==> src/rtl/stall_flush_controller.sv <==
// Stall/flush sequencing for the 5-stage RV32 pipeline: load-use, branch, dmem wait and MUL/DIV handshake.
// Optional perf counters are built only when STALL_FLUSH_CTRL_PERF_EN is defined.
module stall_flush_controller #(
    parameter int unsigned MULDIV_TIMEOUT = 64,
    parameter int unsigned CNT_W          = 32
) (
    input  logic             clk,
    input  logic             rst,
    input  logic [4:0]       dec_rs1_addr,
    input  logic [4:0]       dec_rs2_addr,
    input  logic             dec_uses_rs1,
    input  logic             dec_uses_rs2,
    input  logic [4:0]       ex_rd_addr,
    input  logic             ex_mem_read,
    input  logic             ex_is_muldiv,
    input  logic             take_branch,
    input  logic             mem_req,
    input  logic             dmem_ready,
    input  logic             muldiv_done,
    output logic             stall_fetch,
    output logic             stall_dec,
    output logic             stall_ex,
    output logic             stall_mem,
    output logic             flush_fetch_dec,
    output logic             flush_dec_ex,
    output logic             flush_ex_mem,
    output logic             flush_mem_wb,
    output logic             muldiv_start,
    output logic             muldiv_timeout,
    output logic [CNT_W-1:0] stall_cycle_count,
    output logic [CNT_W-1:0] flush_count
);
    localparam int unsigned     WD_W    = $clog2(MULDIV_TIMEOUT);
    localparam logic [WD_W-1:0] WD_LAST = WD_W'(MULDIV_TIMEOUT - 1);

    typedef enum logic {RUN, MD_BUSY} state_e;

    state_e          state_q, state_d;
    logic [WD_W-1:0] wd_cnt_q, wd_cnt_d;
    logic            timeout_q, timeout_d;
    logic            mem_stall, load_use;

    assign mem_stall = mem_req & ~dmem_ready;
    assign load_use  = ex_mem_read && (ex_rd_addr != 5'd0) &&
                       ((dec_uses_rs1 && (dec_rs1_addr == ex_rd_addr)) ||
                        (dec_uses_rs2 && (dec_rs2_addr == ex_rd_addr)));

    always_comb begin
        stall_fetch     = 1'b0;
        stall_dec       = 1'b0;
        stall_ex        = 1'b0;
        stall_mem       = 1'b0;
        flush_fetch_dec = 1'b0;
        flush_dec_ex    = 1'b0;
        flush_ex_mem    = 1'b0;
        flush_mem_wb    = 1'b0;
        muldiv_start    = 1'b0;
        state_d         = state_q;
        wd_cnt_d        = wd_cnt_q;
        timeout_d       = timeout_q;

        // A dmem wait freezes everything, including the MUL/DIV state and watchdog.
        if (mem_stall) begin
            stall_fetch  = 1'b1;
            stall_dec    = 1'b1;
            stall_ex     = 1'b1;
            stall_mem    = 1'b1;
            flush_mem_wb = 1'b1;
        end else begin
            case (state_q)
                RUN: begin
                    if (ex_is_muldiv) begin
                        muldiv_start = 1'b1;
                        stall_fetch  = 1'b1;
                        stall_dec    = 1'b1;
                        stall_ex     = 1'b1;
                        flush_ex_mem = 1'b1;
                        state_d      = MD_BUSY;
                        wd_cnt_d     = '0;
                    end else if (take_branch) begin
                        flush_fetch_dec = 1'b1;
                        flush_dec_ex    = 1'b1;
                    end else if (load_use) begin
                        stall_fetch  = 1'b1;
                        stall_dec    = 1'b1;
                        flush_dec_ex = 1'b1;
                    end
                end
                MD_BUSY: begin
                    if (muldiv_done) begin
                        state_d = RUN;
                    end else if (wd_cnt_q == WD_LAST) begin
                        state_d   = RUN;
                        timeout_d = 1'b1;
                    end else begin
                        stall_fetch  = 1'b1;
                        stall_dec    = 1'b1;
                        stall_ex     = 1'b1;
                        flush_ex_mem = 1'b1;
                        wd_cnt_d     = wd_cnt_q + 1'b1;
                    end
                end
                default: state_d = RUN;
            endcase
        end

        if (rst) begin
            stall_fetch     = 1'b0;
            stall_dec       = 1'b0;
            stall_ex        = 1'b0;
            stall_mem       = 1'b0;
            flush_fetch_dec = 1'b0;
            flush_dec_ex    = 1'b0;
            flush_ex_mem    = 1'b0;
            flush_mem_wb    = 1'b0;
            muldiv_start    = 1'b0;
        end
    end

    always_ff @(posedge clk) begin
        if (rst) begin
            state_q   <= RUN;
            wd_cnt_q  <= '0;
            timeout_q <= 1'b0;
        end else begin
            state_q   <= state_d;
            wd_cnt_q  <= wd_cnt_d;
            timeout_q <= timeout_d;
        end
    end

    assign muldiv_timeout = timeout_q & ~rst;

`ifdef STALL_FLUSH_CTRL_PERF_EN
    logic [CNT_W-1:0] stall_cnt_q, stall_cnt_d;
    logic [CNT_W-1:0] flush_cnt_q, flush_cnt_d;

    always_comb begin
        stall_cnt_d = stall_cnt_q;
        flush_cnt_d = flush_cnt_q;
        if (stall_fetch) stall_cnt_d = stall_cnt_q + 1'b1;
        if (flush_fetch_dec | flush_dec_ex) flush_cnt_d = flush_cnt_q + 1'b1;
    end

    always_ff @(posedge clk) begin
        if (rst) begin
            stall_cnt_q <= '0;
            flush_cnt_q <= '0;
        end else begin
            stall_cnt_q <= stall_cnt_d;
            flush_cnt_q <= flush_cnt_d;
        end
    end

    assign stall_cycle_count = rst ? '0 : stall_cnt_q;
    assign flush_count       = rst ? '0 : flush_cnt_q;
`else
    assign stall_cycle_count = '0;
    assign flush_count       = '0;
`endif

endmodule

==> config.mk <==
export PLATFORM = sky130hd
export DESIGN_NAME = stall_flush_controller
export DESIGN_NICKNAME = d
export VERILOG_FILES = /design/src/rtl/stall_flush_controller.sv
export SDC_FILE = /design/constraint.sdc
export NUM_CORES = 1
export LEC_CHECK = 0
export BUFFER_PORTS_ARGS = -buffer_cell sky130_fd_sc_hd__buf_2
export CELL_PAD_IN_SITES_DETAIL_PLACEMENT = 1
export CELL_PAD_IN_SITES_GLOBAL_PLACEMENT = 1
export CORE_MARGIN = 2
export CORE_UTILIZATION = 25
export DETAILED_ROUTE_END_ITERATION = 12
export PLACE_DENSITY_LB_ADDON = 0.1
export SYNTH_ARGS = -nofsm -noshare
export SYNTH_HDL_FRONTEND = slang
export SYNTH_SLANG_ARGS = --single-unit
export TNS_END_PERCENT = 50
==> constraint.sdc <==
create_clock -name clk -period 1.9 [get_ports clk]
set_input_delay 0.19 -clock clk [delete_from_list [all_inputs] [get_ports clk]]
set_output_delay 0.19 -clock clk [all_outputs]
set_load 0.02 [all_outputs]
==> flow_metrics.py, run 1 <==
metrics = {
    "outcome": {
        "status": "finished, final reports clean",
    },
    "finish": {
        "nNetsFinal": 210,
        "multi_input_area_um2": 754.5,
        "area_growth_pct": 3.422,
        "seqCellArea_um2": 160.2,
        "num_antenna_cells": 0,
        "stdcell_count": 234,
        "drive_gt1_share_pct": 26.37,
        "fillers": 595,
        "final_common_cell": "conb_1",
        "layout_common_cells": "conb_1 (64), buf_2 (34), xor2_1 (8), dfxtp_1 (8)",
    },
    "worst_setup_path": {
        "path_max_fanout": 4,
        "start_kind": "register",
        "path_cells": "ha_2 -> nand2_2 -> o21ai_4 -> a31oi_2 -> o21bai_1 -> buf_2",
        "crit_required_ns": 1.71,
        "cpMaxStageDelayCell": "dfxtp_1",
        "cpPeakStageDelay_ns": 0.38,
        "startpoint": "wd_cnt_q[0]$_SDFFE_PP0P_",
        "criticalPathCategory": "register to output port",
        "r2r_start": "state_q$_SDFFE_PP0N_",
        "worstPathArrival_ns": 1.58,
        "cp-end-kind": "output port",
    },
    "routing": {
        "drt_iter0_markers": 14,
        "wl_per_cell_um": 10.97,
        "ant_nets": 0,
        "viasPerCell": 3.842,
        "vias": 899,
        "wirelength_um": 2566,
        "drcViolationCount": 0,
        "first_pass_iters": 4,
    },
    "global_routing": {
        "antenna_found_initial": 0,
        "grt_pass1_vias": 841,
        "grt_pass1_wl_um": 3843,
        "grt_overflow": 0,
        "grt_max_degree": 13,
        "track_usage_pct": 9.127,
    },
    "cts": {
        "htreeDepth": 1,
        "cts_tree": "done",
        "clockBufferDepth": 2,
        "numCtsBuffers": 3,
        "cts.sinks": 8,
        "clk_latency_ns": 0.23,
        "path_clk_slew_ns": 0.04,
        "clockRootBuffer": "clkbuf_8",
    },
    "synthesis": {
        "synth-compound-area-share_pct": 13.16,
        "synth_area_mm2": 0.001170,
        "yosys-top-cells-area": "buf_4 (42%), dfxtp_1 (14%), xor2_1 (6.0%)",
        "synth_cells": 149,
        "synth_top_cell_by_area": "buf_4",
        "synth_top_family_by_area": "buffers and inverters",
        "yosysWarnings": 0,
        "synth_seq_cells": 8,
        "synth_top_area_share_pct": 42.35,
        "synthAdderAreaFrac_pct": 1.070,
        "ys_types": 34,
        "synth-xor-area-share_pct": 7.487,
        "synth_seq_area_share_pct": 13.69,
        "synth_simple_gate_area_share_pct": 17.65,
        "muxShareOfSynthArea_pct": 2.567,
        "post_synth.cell_area_avg_um2": 7.851,
    },
    "flow_run": {
        "max_cap_viol_count": 0,
    },
    "sta": {
        "period_share_pct": 93.14,
        "rsz0062_at_grt": "false",
        "setup_viol": 0,
        "fin_setup_tns_ns": 0,
        "hold_violations": 0,
        "maxSlewViolCount": 0,
        "finClkSkew_ns": 0.006843,
        "fin_crit_ns": 1.770,
        "fin_ws_ns": 0.1303,
        "timing.fmax_mhz": 565.1,
    },
    "pwr": {
        "p_leak_uw": 0.0005900,
        "seq_power_share_pct": 28.0,
        "clockPowerShare_pct": 32.8,
        "internal-power_uw": 368.7,
        "power_uw": 636.2,
        "switching_power_uw": 267.5,
        "swShare_pct": 42.05,
        "ir_drop_mv": 0.2839,
        "p_comb_share_pct": 39.2,
        "p_per_area_mw_per_mm2": 525.9,
    },
    "place": {
        "portBuffers": 34,
        "placedCellCount": 230,
        "place_ws_ns": 0.1981,
        "place_congestion": 0.7863,
        "dp_hpwl_um": 2178,
    },
    "floorplanning": {
        "core.rowCount": 24,
        "die_area_mm2": 0.005242,
        "die_h_um": 72.41,
        "io_pins": 99,
        "initial_core_util_pct": 26.32,
        "core_area_mm2": 0.004444,
        "die_w_um": 72.41,
    },
    "min_path": {
        "hp-start": "rst",
        "hp-class": "input port to register",
    },
}
==> area by class of cell <==
| class | count | area share (%) |
|---|---|---|
| clock buffers | 3 | 3.413 |
| well taps | 52 | 5.377 |
| multi-input cells | 133 | 62.36 |
| repair buffers | 35 | 14.68 |
| inverters | 3 | 0.9307 |
| flip-flops and latches | 8 | 13.24 |
==> timing repair <==
item	in CTS	in global routing
resized for setup	1	4
cloned	0	0
setup buffers	1	0
endpoints found under the setup margin	1	3
hold buffers	0	0
pin swaps	1	0
==> per-stage QoR <==
| stage | instance area (um2) | utilization [%] | hold WS (ns) |
|---|---|---|---|
| after CTS | 1200 | 27.00 | 0.2905 |
| after detailed placement | 1144 | 25.73 | 0.4659 |
| after global placement | 1144 | 25.73 | 0.4497 |
| final | 1210 | 27.22 | 0.2897 |
| after global routing | 1210 | 27.22 | 0.2935 |
| after floorplan | 1413 | - | 0.4214 |
==> critical path: cells and delay by family, from the launching register on <==
family / cells / cell delay (ns)
AO/OA/AOI/OAI: 3 / 0.47
flip-flops: 1 / 0.38
adder cells (fa/ha/maj): 1 / 0.23
buffers and inverters: 1 / 0.17
AND/OR/NAND/NOR: 1 / 0.10
==> routing by layer <==
layer | up-vias | wire length (um) | global-route usage [%]
met5 | - | 0 | 0
met4 | 0 | 0 | 1.852
met3 | 0 | 252 | 3.056
met2 | 55 | 1279 | 16.31
met1 | 408 | 1034 | 10.60
li1 | 436 | - | -
==> sequential cells by signal, indices dropped and copies added, names as in the netlist <==
register   cells
state_q        1
wd_cnt_q       6
timeout_q      1
==> power by group through the flow <==
stage               sequential [uW]  clock [uW]  combinational [uW]
detailed placement              181           0                 244
global route                    179         226                 272
floorplan                       179           0                 293
global placement                180           0                 241
finish                          178         208                 250
CTS                             178         213                 248
==> logic make-up after synthesis <==
| kind of cell | Yosys count |
|---|---|
| and+or+nand+nor | 34 |
| adders and majority gates | 1 |
| other | 1 |
| buffers and inverters | 71 |
| AOI/OAI and AO/OA | 21 |
| DFF | 8 |
| xor gates and xnor gates | 10 |
| muxes | 3 |
==> final timing paths <==
path / endpoint / slack, ns / cells after the start
max: stall_dec / 0.13 / 6
min: timeout_q$_SDFFE_PP0P_ / 0.29 / 2
max reg2reg: wd_cnt_q[5]$_SDFFE_PP0P_ / 0.36 / 5
min reg2reg: timeout_q$_SDFFE_PP0P_ / 0.47 / 2
==> synth_stat cells <==
cell       number
or3_1           1
xnor2_1         2
o21a_1          1
xor2_1          8
and2b_4         1
a32oi_1         1
o21bai_1        1
nor4b_1         2
nand2_1         7
buf_4          66
a21o_1          1
nor3_2          1
or4_1           3
o21ai_0         4
clkbuf_1        1
nand2b_1        5
buf_2           1
inv_1           3
a31oi_1         2
nor4_1          3
nor2_1          4
o31ai_1         2
and2_0          1
nand4_1         1
dfxtp_1         8
mux2i_1         3
a21oi_1         6
a2111oi_4       1
nor2b_4         1
nor2b_1         2
conb_1          1
nand3_1         2
o21ai_2         2
ha_1            1
Power figures use the tool's default switching activity.
==> run 2: changes to the inputs <==
Settings changed: ABC_AREA from default to 1, CTS_CLUSTER_SIZE from default to 10.
==> run 2 against run 1 <==
Sequential share of layout area fell by 0.93 points. Setup slack got worse by 0.0057 ns. Count of clock-buffer cells in the layout did not move. Combinational power rose by 11%. Design area rose by 13%. Clock skew fell by 0.0058 ns. Worst hold slack got worse by 0.017 ns. Non-clock buffer count did not move. Flip-flop and latch count did not move. Synthesized area rose by 10%. Register-to-register slack improved by 0.15 ns.
==> flow_metrics.py, run 2 <==
metrics = {
    "min_path": {
        "hp-start": "rst",
        "hp-class": "input port to register",
        "hold_end": "wd_cnt_q[3]$_SDFFE_PP0P_",
        "hold-path-cell-count": 2,
    },
    "synthesis": {
        "synth_area_mm2": 0.001287,
        "synth_top_area_share_pct": 38.48,
        "yosys-top-cells-area": "buf_4 (38%), nand2_1 (13%), dfxtp_1 (12%)",
        "synth_cells": 207,
        "synth_top_cell_by_area": "buf_4",
        "async_flop_share_pct": 0,
        "yosysWarnings": 0,
        "synth_seq_cells": 8,
        "synth_most_common_cell": "buf_4",
        "ys_types": 27,
        "post_synth.cell_area_avg_um2": 6.220,
        "synth_seq_area_share_pct": 12.44,
        "synth_common_cells": "buf_4 (66), nand2_1 (43), inv_1 (27)",
        "synth_top_flop_cell": "dfxtp_1",
        "synth-edff-count": 0,
    },
    "sta": {
        "hold_violations": 0,
        "maxSlewViolCount": 0,
        "rsz0062_at_grt": "false",
        "timing.fmax_mhz": 563.3,
        "period_share_pct": 93.44,
        "setup_viol": 0,
        "fin_setup_tns_ns": 0,
        "fin_crit_ns": 1.775,
        "finClkSkew_ns": 0.001086,
    },
    "global_routing": {
        "grt_max_degree": 11,
        "grt_pass1_wl_um": 4126,
        "track_usage_pct": 9.263,
        "grt_pass1_vias": 973,
        "grt_overflow": 0,
        "antenna_found_initial": 0,
    },
    "cts": {
        "hold_buffers": 0,
        "clockRootBuffer": "clkbuf_8",
        "htreeDepth": 1,
        "clockBufferDepth": 2,
        "clk_latency_ns": 0.23,
        "path_clk_slew_ns": 0.04,
        "cts_tree": "done",
        "cts.sinks": 8,
        "numCtsBuffers": 3,
    },
    "worst_setup_path": {
        "path_max_fanout": 5,
        "start_kind": "register",
        "crit_required_ns": 1.71,
        "rr_endpoint": "wd_cnt_q[5]$_SDFFE_PP0P_",
        "worstPathArrival_ns": 1.59,
        "r2r_start": "wd_cnt_q[0]$_SDFFE_PP0P_",
        "rrSetupSlack_ns": 0.51,
        "r2r_cells": 8,
        "criticalPathCategory": "register to output port",
        "cp-end-kind": "output port",
    },
    "finish": {
        "area_growth_pct": 5.831,
        "final_common_cell": "conb_1",
        "multi_input_area_um2": 783.3,
        "largest_reg_flops": 6,
        "top_register": "wd_cnt_q",
        "drive_gt1_share_pct": 25.31,
        "nNetsFinal": 269,
        "num_antenna_cells": 0,
        "fillers": 704,
        "stdcell_count": 311,
        "layout_common_cells": "conb_1 (64), nand2_1 (42), buf_2 (34)",
        "seqCellArea_um2": 167.7,
        "top_regs": "wd_cnt_q (6), state_q (1), timeout_q (1)",
        "final_util_pct": 27.02,
    },
    "floorplanning": {
        "core_area_mm2": 0.005042,
        "die_h_um": 75.77,
        "die_area_mm2": 0.005740,
        "io_pins": 99,
        "die_w_um": 75.77,
        "initial_core_util_pct": 25.53,
        "core.rowCount": 26,
    },
    "routing": {
        "viasPerCell": 3.498,
        "first_pass_iters": 4,
        "drt_iter0_markers": 20,
        "wirelength_um": 2672,
        "wl_per_cell_um": 8.592,
        "ant_nets": 0,
        "vias": 1088,
        "drcViolationCount": 0,
    },
    "pwr": {
        "p_per_area_mw_per_mm2": 491.5,
        "p_leak_uw": 0.0008057,
        "ir_drop_mv": 0.1234,
    },
    "place": {
        "place_congestion": 0.7439,
        "dp_hpwl_um": 2307,
        "portBuffers": 34,
        "placedCellCount": 307,
    },
    "outcome": {
        "status": "finished, final reports clean",
    },
    "flow_run": {
        "max_cap_viol_count": 0,
    },
}
## run 2: changes by cell type in the layout (fill, tap and decap cells not counted), sizes merged, moves of 3 or more
cell    previous run  this run
mux2i              3         0
nand2b             5         0
nor2b              3         0
or4                3         0
nand2              7        49
inv                3        28
nor2               4        23
xor2               8         0
nor4               3         0
nand3              2         8
## run 2: cell type report
type	count	area share [%]
sequential	8	12.30
timing repair buffer	35	13.04
multi-input combinational	167	57.48
clock buffer	3	3.030
inverter	28	7.713
tap	70	6.428
## run 2: metrics by stage
stage                     cell area (um2)  total power [uW]  worst slack (ns)  hold slack [ns]
after global routing                 1363             724.4           0.02022           0.2909
after detailed placement             1281             457.3            0.1900           0.4888
after global placement               1281             459.0            0.2067           0.4856
after CTS                            1334             677.4          -0.02421           0.2802
after floorplan                      1524             501.3            0.1099           0.4150
final                                1363             669.8            0.1247           0.2731
## run 2: critical path: stages, from the launching register on
cell and delay (ns):
dfxtp_4 0.37, ha_4 0.15, nand2_2 0.09, nor3_4 0.20
o21ai_1 0.09, o21ai_2 0.16, buf_4 0.13, inv_1 0.03
buf_2 0.15
## run 2: how the worst max path moves through the flow
stage / slack [ns] / startpoint / endpoint / depth (start not counted)
floorplan: 0.11 / wd_cnt_q[0]$_SDFFE_PP0P_ / stall_fetch / 7
global placement: 0.21 / wd_cnt_q[0]$_SDFFE_PP0P_ / stall_dec / 7
detailed placement: 0.19 / wd_cnt_q[0]$_SDFFE_PP0P_ / stall_dec / 7
CTS: -0.02 / wd_cnt_q[1]$_SDFFE_PP0P_ / stall_ex / 8
global route: 0.02 / wd_cnt_q[0]$_SDFFE_PP0P_ / stall_ex / 8
finish: 0.12 / wd_cnt_q[0]$_SDFFE_PP0P_ / stall_ex / 8
## run 2: cells by family (layout without fill, tap and decap cells)
kind of cell / Yosys count / count (layout) / synth area share (%)
XOR/XNOR: 1 / 1 / 0.6804
AND/OR/NAND/NOR: 85 / 85 / 28.96
buffers and inverters: 95 / 66 / 47.04
other: 1 / 64 / 0.2913
flip-flops: 8 / 8 / 12.44
adder cells (fa/ha/maj): 1 / 1 / 0.9717
AO/OA/AOI/OAI: 16 / 16 / 9.621
## run 2: metal layers
| metal | part of all wire, % | GRT usage (%) |
|---|---|---|
| met1 | 41 | 11.09 |
| met2 | 47 | 16.00 |
| met3 | 9.8 | 2.910 |
| met4 | 1.3 | 2.339 |
| met5 | 0 | 0 |
## run 2: timing repair
item	4_1_cts	5_1_grt
pin swaps	1	2
gates resized for setup	3	8
endpoints found under the setup margin	2	4
buffers inserted	1	0
## run 2: where the power goes
group	switching [uW]	leakage, uW	internal [uW]
combinational	212	0.000718	65.5
sequential	9.80	0.0000664	175
clock	69.9	0.0000216	137
